## src/rtl/keypad_pkg.sv

```systemverilog
// Shared constants, FSM state type and row-drive helper for the 4x4 keypad scanner.
// Build option: define KEYPAD_RELEASE_EVENT_EN to widen key codes and emit release events.
package keypad_pkg;

  localparam int NUM_ROWS = 4;
  localparam int NUM_COLS = 4;

`ifdef KEYPAD_RELEASE_EVENT_EN
  localparam int KEY_CODE_W = 5;
`else
  localparam int KEY_CODE_W = 4;
`endif

  typedef enum logic [1:0] {
    SCAN      = 2'd0,
    DEB_PRESS = 2'd1,
    HELD      = 2'd2,
    DEB_REL   = 2'd3
  } kp_state_t;

  // Active-low one-hot row drive for a row index.
  function automatic logic [NUM_ROWS-1:0] row_onehot_n(input logic [1:0] idx);
    row_onehot_n = ~(4'b0001 << idx);
  endfunction

endpackage

```

## src/rtl/keypad_col_sync.sv

```systemverilog
// Two-flop synchroniser for the asynchronous active-low keypad column inputs.
module keypad_col_sync
  import keypad_pkg::*;
(
  input  logic                clk,
  input  logic                rst_n,
  input  logic [NUM_COLS-1:0] col_in,
  output logic [NUM_COLS-1:0] col_s
);

  logic [NUM_COLS-1:0] sync_p0;
  logic [NUM_COLS-1:0] sync_p1;

  // Resets to all-high so no phantom key is seen coming out of reset.
  always_ff @(posedge clk or negedge rst_n) begin
    if (!rst_n) begin
      sync_p0 <= '1;
      sync_p1 <= '1;
    end else begin
      sync_p0 <= col_in;
      sync_p1 <= sync_p0;
    end
  end

  assign col_s = sync_p1;

endmodule

```

## src/rtl/keypad_scan_ctrl.sv

```systemverilog
// 4x4 keypad scanner: row strobe, press/release debounce, one-deep event holding register.
// Build option: KEYPAD_RELEASE_EVENT_EN adds release events with key_code[4]=1.
module keypad_scan_ctrl
  import keypad_pkg::*;
#(
  parameter int SCAN_DIV     = 1000,
  parameter int DEBOUNCE_CNT = 4
) (
  input  logic                  clk,
  input  logic                  rst_n,
  input  logic [NUM_COLS-1:0]   col_in,
  output logic [NUM_ROWS-1:0]   row,
  output logic [KEY_CODE_W-1:0] key_code,
  output logic                  key_valid,
  input  logic                  key_ready,
  output logic                  key_held,
  output logic                  overflow,
  input  logic                  ovf_clr
);

  localparam int CW = (SCAN_DIV > 1) ? $clog2(SCAN_DIV) : 1;
  localparam int DW = $clog2(DEBOUNCE_CNT + 1);

  logic [NUM_COLS-1:0]   col_s;
  logic [CW-1:0]         dwell_cnt;
  logic                  tick;

  kp_state_t             state, state_n;
  logic [1:0]            row_idx, row_idx_n;
  logic [1:0]            col_idx, col_idx_n;
  logic [DW-1:0]         deb_cnt, deb_n;
  logic [DW-1:0]         deb_inc;
  logic                  deb_done;
  logic                  any_low;
  logic [1:0]            low_idx;
  logic                  col_low;

  logic                  push;
  logic [KEY_CODE_W-1:0] push_code;
  logic                  accept, load, drop;

  keypad_col_sync u_sync (
    .clk    (clk),
    .rst_n  (rst_n),
    .col_in (col_in),
    .col_s  (col_s)
  );

  // Free-running dwell counter; the last cycle of each dwell is the sample tick.
  always_ff @(posedge clk or negedge rst_n) begin
    if (!rst_n) begin
      dwell_cnt <= '0;
    end else if (tick) begin
      dwell_cnt <= '0;
    end else begin
      dwell_cnt <= dwell_cnt + 1'b1;
    end
  end

  assign tick     = (dwell_cnt == CW'(SCAN_DIV - 1));
  assign any_low  = ~&col_s;
  assign col_low  = ~col_s[col_idx];
  assign deb_inc  = deb_cnt + 1'b1;
  assign deb_done = (deb_inc == DW'(DEBOUNCE_CNT));

  // Lowest-index low column wins when several are pressed.
  always_comb begin
    low_idx = '0;
    for (int c = NUM_COLS - 1; c >= 0; c--) begin
      if (!col_s[c]) low_idx = 2'(c);
    end
  end

  always_ff @(posedge clk or negedge rst_n) begin
    if (!rst_n) begin
      state   <= SCAN;
      row_idx <= '0;
      col_idx <= '0;
      deb_cnt <= '0;
    end else begin
      state   <= state_n;
      row_idx <= row_idx_n;
      col_idx <= col_idx_n;
      deb_cnt <= deb_n;
    end
  end

  always_comb begin
    state_n   = state;
    row_idx_n = row_idx;
    col_idx_n = col_idx;
    deb_n     = deb_cnt;
    push      = 1'b0;
    if (tick) begin
      case (state)
        SCAN: begin
          if (any_low) begin
            col_idx_n = low_idx;
            deb_n     = DW'(1);
            state_n   = DEB_PRESS;
          end else begin
            row_idx_n = row_idx + 2'd1;
          end
        end
        DEB_PRESS: begin
          if (col_low) begin
            deb_n = deb_inc;
            if (deb_done) begin
              push    = 1'b1;
              state_n = HELD;
            end
          end else begin
            row_idx_n = row_idx + 2'd1;
            state_n   = SCAN;
          end
        end
        HELD: begin
          if (!col_low) begin
            deb_n   = DW'(1);
            state_n = DEB_REL;
          end
        end
        DEB_REL: begin
          if (!col_low) begin
            deb_n = deb_inc;
            if (deb_done) begin
`ifdef KEYPAD_RELEASE_EVENT_EN
              push      = 1'b1;
`endif
              row_idx_n = row_idx + 2'd1;
              state_n   = SCAN;
            end
          end else begin
            state_n = HELD;
          end
        end
        default: state_n = SCAN;
      endcase
    end
  end

`ifdef KEYPAD_RELEASE_EVENT_EN
  assign push_code = {(state == DEB_REL), row_idx, col_idx};
`else
  assign push_code = {row_idx, col_idx};
`endif

  assign accept = key_valid & key_ready;
  assign load   = push & (~key_valid | key_ready);
  assign drop   = push & key_valid & ~key_ready;

  // One-deep holding register; a push while full and stalled is dropped and flagged.
  always_ff @(posedge clk or negedge rst_n) begin
    if (!rst_n) begin
      key_code  <= '0;
      key_valid <= 1'b0;
      overflow  <= 1'b0;
    end else begin
      if (load) begin
        key_code  <= push_code;
        key_valid <= 1'b1;
      end else if (accept) begin
        key_valid <= 1'b0;
      end
      if (drop) begin
        overflow <= 1'b1;
      end else if (ovf_clr) begin
        overflow <= 1'b0;
      end
    end
  end

  assign row      = row_onehot_n(row_idx);
  assign key_held = (state == HELD) || (state == DEB_REL);

endmodule

```

## config.mk

```make
export PLATFORM = sky130hd
export DESIGN_NAME = keypad_scan_ctrl
export DESIGN_NICKNAME = d
export VERILOG_FILES = /design/src/rtl/keypad_pkg.sv /design/src/rtl/keypad_col_sync.sv /design/src/rtl/keypad_scan_ctrl.sv
export SDC_FILE = /design/constraint.sdc
export NUM_CORES = 1
export LEC_CHECK = 0
export CAP_MARGIN = 15
export CORE_ASPECT_RATIO = 1.5
export CORE_MARGIN = 2
export CORE_UTILIZATION = 57
export CTS_BUF_LIST = sky130_fd_sc_hd__clkbuf_8
export CTS_CLUSTER_DIAMETER = 50
export DETAILED_ROUTE_END_ITERATION = 10
export PLACE_DENSITY = 0.87
export RECOVER_POWER = 50
export SYNTH_ARGS = -nofsm -noshare
export SYNTH_HDL_FRONTEND = slang
export SYNTH_HIERARCHICAL = 1
export SYNTH_SLANG_ARGS = --single-unit
```

## constraint.sdc

```tcl
create_clock -name clk -period 2.2 [get_ports clk]
set_input_delay 0.22 -clock clk [delete_from_list [all_inputs] [get_ports clk]]
set_output_delay 0.22 -clock clk [all_outputs]
set_load 0.005 [all_outputs]
```

# Word-level counts from Yosys, hierarchy flattened
# Index checks and enable logic that the tools add are counted.
# word_totals
mem_bits_rw	0
output_inout_bits	11
latch_bits	0
in_bits	8
regBits	33
memories	0
rom_bits	0
word_cells	80
# classes
n_mul	0
eq_ne	14
add_sub_neg	3
mux	32
shift	1
magnitude_cmp	1
n_reduce_logical	10
div_mod_pow	0
bitwise	9
# ops
cell	n
2-to-1 mux 2 bit	14
inequality test 2 bit, second input constant	7
2-to-1 mux 3 bit	4
one-hot mux 3 bit (4 select lines)	1
adder 10 x 1 -> 10 bit, second input constant	1
== test 10 bit, second input constant	1
2-to-1 mux 10 bit	1
AND reduction 5 bit	2
2-to-1 mux 1 bit	9
one-hot mux 2 bit (4 select lines)	1
inequality test 3 bit, second input constant	2
one-hot mux 2 bit (3 select lines)	1
AND reduction 6 bit	1
bitwise AND 1 bit	4
== test 2 bit, second input constant	2
inverter 4 bit	1
AND reduction 4 bit	1
nonzero test 2 bit	2
left shift 1 x 2 -> 4 bit, first input constant	1
adder 3 x 1 -> 3 bit, second input constant	1
== test 3 bit, second input constant	1
< comparator 2 x 3 -> 1 bit, second input constant	1
inverter 1 bit	3
AND reduction 3 bit	1
other kinds (7)	7

# Depth between registers and ports, before layout
# depth
depth_word	9
depth_mapped	6
depth_no_buf	6

# Modules after synthesis
# Netlist, hierarchy kept.
# by_module_without_submodules
module	instances	cells_each	seq_area_each_um2	area_per_inst_um2
keypad_scan_ctrl	1	131	625.6	1351.3
keypad_col_sync	1	8	210.2	210.2

# Least setup slack after synthesis
# Ideal clock, no wire load.
# synth_path
kind	reg-to-reg
startpoint	register dwell_cnt[0]
endpoint	register row_idx[1]
setup_time_ps	125
required_time_ps	2075
path_stages_with_launch	6
t_arrival_ps	1707
setup_slack_ps	369
period_less_slack_ps	1831
path_buffers	0
cell_sequence	dfrtp_1 ha_1 nand2_1 or3_1 a311oi_2 mux2_2
# synth_between
elab_chain_len	2
# synth_lines
element	line_no	text
start: declaration	keypad_scan_ctrl.sv:25	logic [CW-1:0] dwell_cnt;
start signal: assignment	keypad_scan_ctrl.sv:56	dwell_cnt <= dwell_cnt + 1'b1;
== test 10 bit	keypad_scan_ctrl.sv:60	assign tick = (dwell_cnt == CW'(SCAN_DIV - 1));
AND reduction 6 bit (no line)	--	
end signal: assignment	keypad_scan_ctrl.sv:82	row_idx <= row_idx_n;
end: declaration	keypad_scan_ctrl.sv:29	logic [1:0] row_idx, row_idx_n;
# Every way passes these cells.
# A chain may end at the register's enable or synchronous reset.

# Worst setup path after layout
# Same ends and word-level chain as after synthesis.

==> summary.txt <==
Clock network
  – CTS Hold Buffers Added: 0
  – Clock Pin Slew Worst Setup and Hold Paths: 0.06 ns
  – Setup bufs post-CTS: 0
  – Clock Path Buffers: 2
  – Worst-Skew Late Latency: approximately 0.29 ns
  – Clk root buf: clkbuf_8
  – H-tree Lvls: 2
  – CTS sink count: 33
  – PostCTS Resize Cnt: 0
  – CTS tree: done
  – Number of buffers created by CTS: 5

Floorplanning
  – Die H: 68.11 um
  – Die width: 46.74 um
  – Ports: 19
  – Row count: 23
  – Starting Density: 58.98%
  – Core region area: 0.002648 mm^2
  – Total die area: about 0.0032 mm^2

Pwr
  – Worst IR Drop VDD: slightly above 0.0005 V
  – Power Density: 611.0 mW/mm^2
  – Leak Pwr: ~0.86 nW

Synthesis
  – Sequential share of the synthesized area: a little over half
  – Post-synth ARST share: 100.0%
  – Synth warn: 6
  – Post-synth EDFFs: 0
  – Ys flop type: dfrtp_1
  – Synth Instances: between 100 and 150
  – Cell Area, Synth: 0.001561 mm^2
  – Synth area leader: dfrtp_1
  – Area share of the leading cell type in the synthesized netlist: between 40% and 50%
  – Most common library cells after synthesis: dfrtp_1 (25), nand2_1 (15), nor2_1 (13)
  – Top cells by area, synth: dfrtp_1 (40%), dfstp_2 (13%), ha_1 (5.6%)
  – Syn avg cell area: between 10 and 15 um^2
  – Distinct cell type count after synthesis: 37
  – Flops & latches, synth: 33
  – Synthesized Nets: about 150
  – Most frequent cell after synthesis: dfrtp_1

GRT
  – Total GRT Usage: 20.66%
  – GRT overflow: 0
  – Pin count of the biggest net entering global routing: 34
  – Global-route wire length before repair: between 4 and 5 mm
  – Vias in the first global route: between 1,000 and 1,500
  – Initial antenna violation count: 0

Critical path
  – CP Data Required Time: between 2 and 2.5 ns
  – Startpoint Class: flip-flop
  – Arr. time, crit path: approximately 2.1 ns
  – Worst Setup End Kind: flip-flop
  – Max FO, Critical Path: 5
  – Crit path kind: reg -> reg
  – Worst R2R Path Depth: 5

STA
  – Max Clk Rate: 510.3 MHz
  – Post-Route Setup TNS: 0 ns
  – Final setup vio count: 0
  – Crit path time final: slightly below 2 ns
  – Least-Margin Pin Slew: 0.7874 ns
  – Final cycle utilization of the critical path: between 80% and 90%
  – Relative slew slack: a little under half
  – Final Hold Viols: 0
  – Clock Skew: approximately 0.0048 ns
  – Unrepaired setup endpoints after global routing: no
  – Slew Limit Fails: 0

Hold path
  – Hold Crit Depth: 0
  – Hold Crit Class: reg -> reg

Finish
  – Final std cells w/o fill: between 150 and 200
  – Layout cells sized above 1: a little under a fifth
  – Area grow syn2layout: 20.11%
  – Antenna diode count: 0
  – Layout Nets: 176

Drt
  – DRC errors left: 0
  – DR iter-0 viols: 20
  – Total number of vias: between 1,000 and 1,500
  – DR pass1 iterations: 4
  – Drt via density: roughly 5.3
  – Routed Antenna Nets: 0
  – Total wire length: between 2 and 3 mm
  – WL/cell: between 10 and 15 um

Status
  – Outcome: finished, final reports clean

Placed design
  – Dpl cells: approximately 190
  – Final Wtd Congestion: between 0.7 and 0.8
  – IO buf count: 18
  – Dpl hpwl: ~2.1 mm

Flow run
  – Max-cap violations: 0
## power breakdown
group | switching (mW) | leakage [nW] | internal, mW
combinational | 0.0174 | 0.385 | 0.0138
clock | 0.207 | 0.0542 | 0.282
sequential | 0.00526 | 0.419 | 0.621
## critical path: stages (launching register included)
cell,delay [ns]
dfrtp_1,0.39
ha_1,0.23
nand2_1,0.17
or3_1,0.43
a311oi_2,0.27
mux2_2,0.37
## routing by layer
layer	vias up	global-route usage, %	routed length, um
met4	0	9.375	44
met1	515	20.00	1041
li1	519	-	-
met2	21	37.67	1568
met3	5	7.124	94
met5	-	0	0
## placed cells by master (no fill, tap or decap), drive strengths merged, types with 2 or more instances in the layout
cell type      instances
a21oi                  4
a31oi                  2
clkbuf                 8
clkdlybuf4s50         13
dfrtp                 25
dfstp                  8
dlygate4sd3            5
ha                     7
inv                    9
mux2                   6
mux2i                  4
nand2                 15
nand2b                 2
nand3                  6
nor2                  14
nor2b                  3
nor3                   2
o21ai                  3
o22ai                  3
o31ai                  2
xnor2                  4
xor2                   3
## logic make-up (layout without fill, tap and decap cells)
kind of cell	Yosys count	after routing	synth area share (%)
simple gates	46	46	15.14
flops	33	33	53.53
compound gates	21	21	9.615
buf+inv	14	37	3.846
mux	11	11	8.333
fa+ha+maj	7	7	5.609
xor+xnor	7	7	3.926
## per-stage QoR
step | util, % | worst slack, ns | area (um^2) | hold WS [ns] | total power, mW
4_1_cts | 70.94 | 0.2336 | 1878 | 0.3252 | 1.167
3_5_place_dp | 67.11 | 0.2494 | 1777 | 0.3472 | 0.6706
2_1_floorplan | - | 0.3686 | 1562 | -0.07559 | 0.6425
6_report | 70.84 | 0.2402 | 1876 | 0.3552 | 1.146
5_1_grt | 70.84 | 0.1011 | 1876 | 0.3589 | 1.188
3_3_place_gp | 67.11 | 0.2951 | 1777 | 0.3457 | 0.6686
## worst paths after layout
path | to | from | slack [ns]
worst max-delay path | row_idx[1] | dwell_cnt[0] | 0.24
worst min register to register | u_sync/col_s[0] | u_sync/sync_p0[0] | 0.36
min in group asynchronous | col_idx[1] | rst_n | 0.55
worst max register to register | row_idx[1] | dwell_cnt[0] | 0.24
worst min-delay path | u_sync/col_s[0] | u_sync/sync_p0[0] | 0.36
max in group asynchronous | dwell_cnt[9] | rst_n | 1.15
## layout make-up
class	instances	area (um^2)
timing repair buffer	20	192.7
fill	201	772.0
sequential	33	835.8
tap	37	46.29
inverter	9	33.78
multi-input combinational	92	665.6
clock inverter	1	5.005
clock buffer	7	96.34
## registers in the layout, summed over array words and instances (netlist names), named ones only
| name | count |
|---|---|
| dwell_cnt | 10 |
| key_code | 4 |
| u_sync/col_s | 4 |
| u_sync/sync_p0 | 4 |
| deb_cnt | 3 |
| col_idx | 2 |
| row_idx | 2 |
| key_valid | 1 |
| overflow | 1 |
| state | 1 |
(Power assumes the default switching activity.)
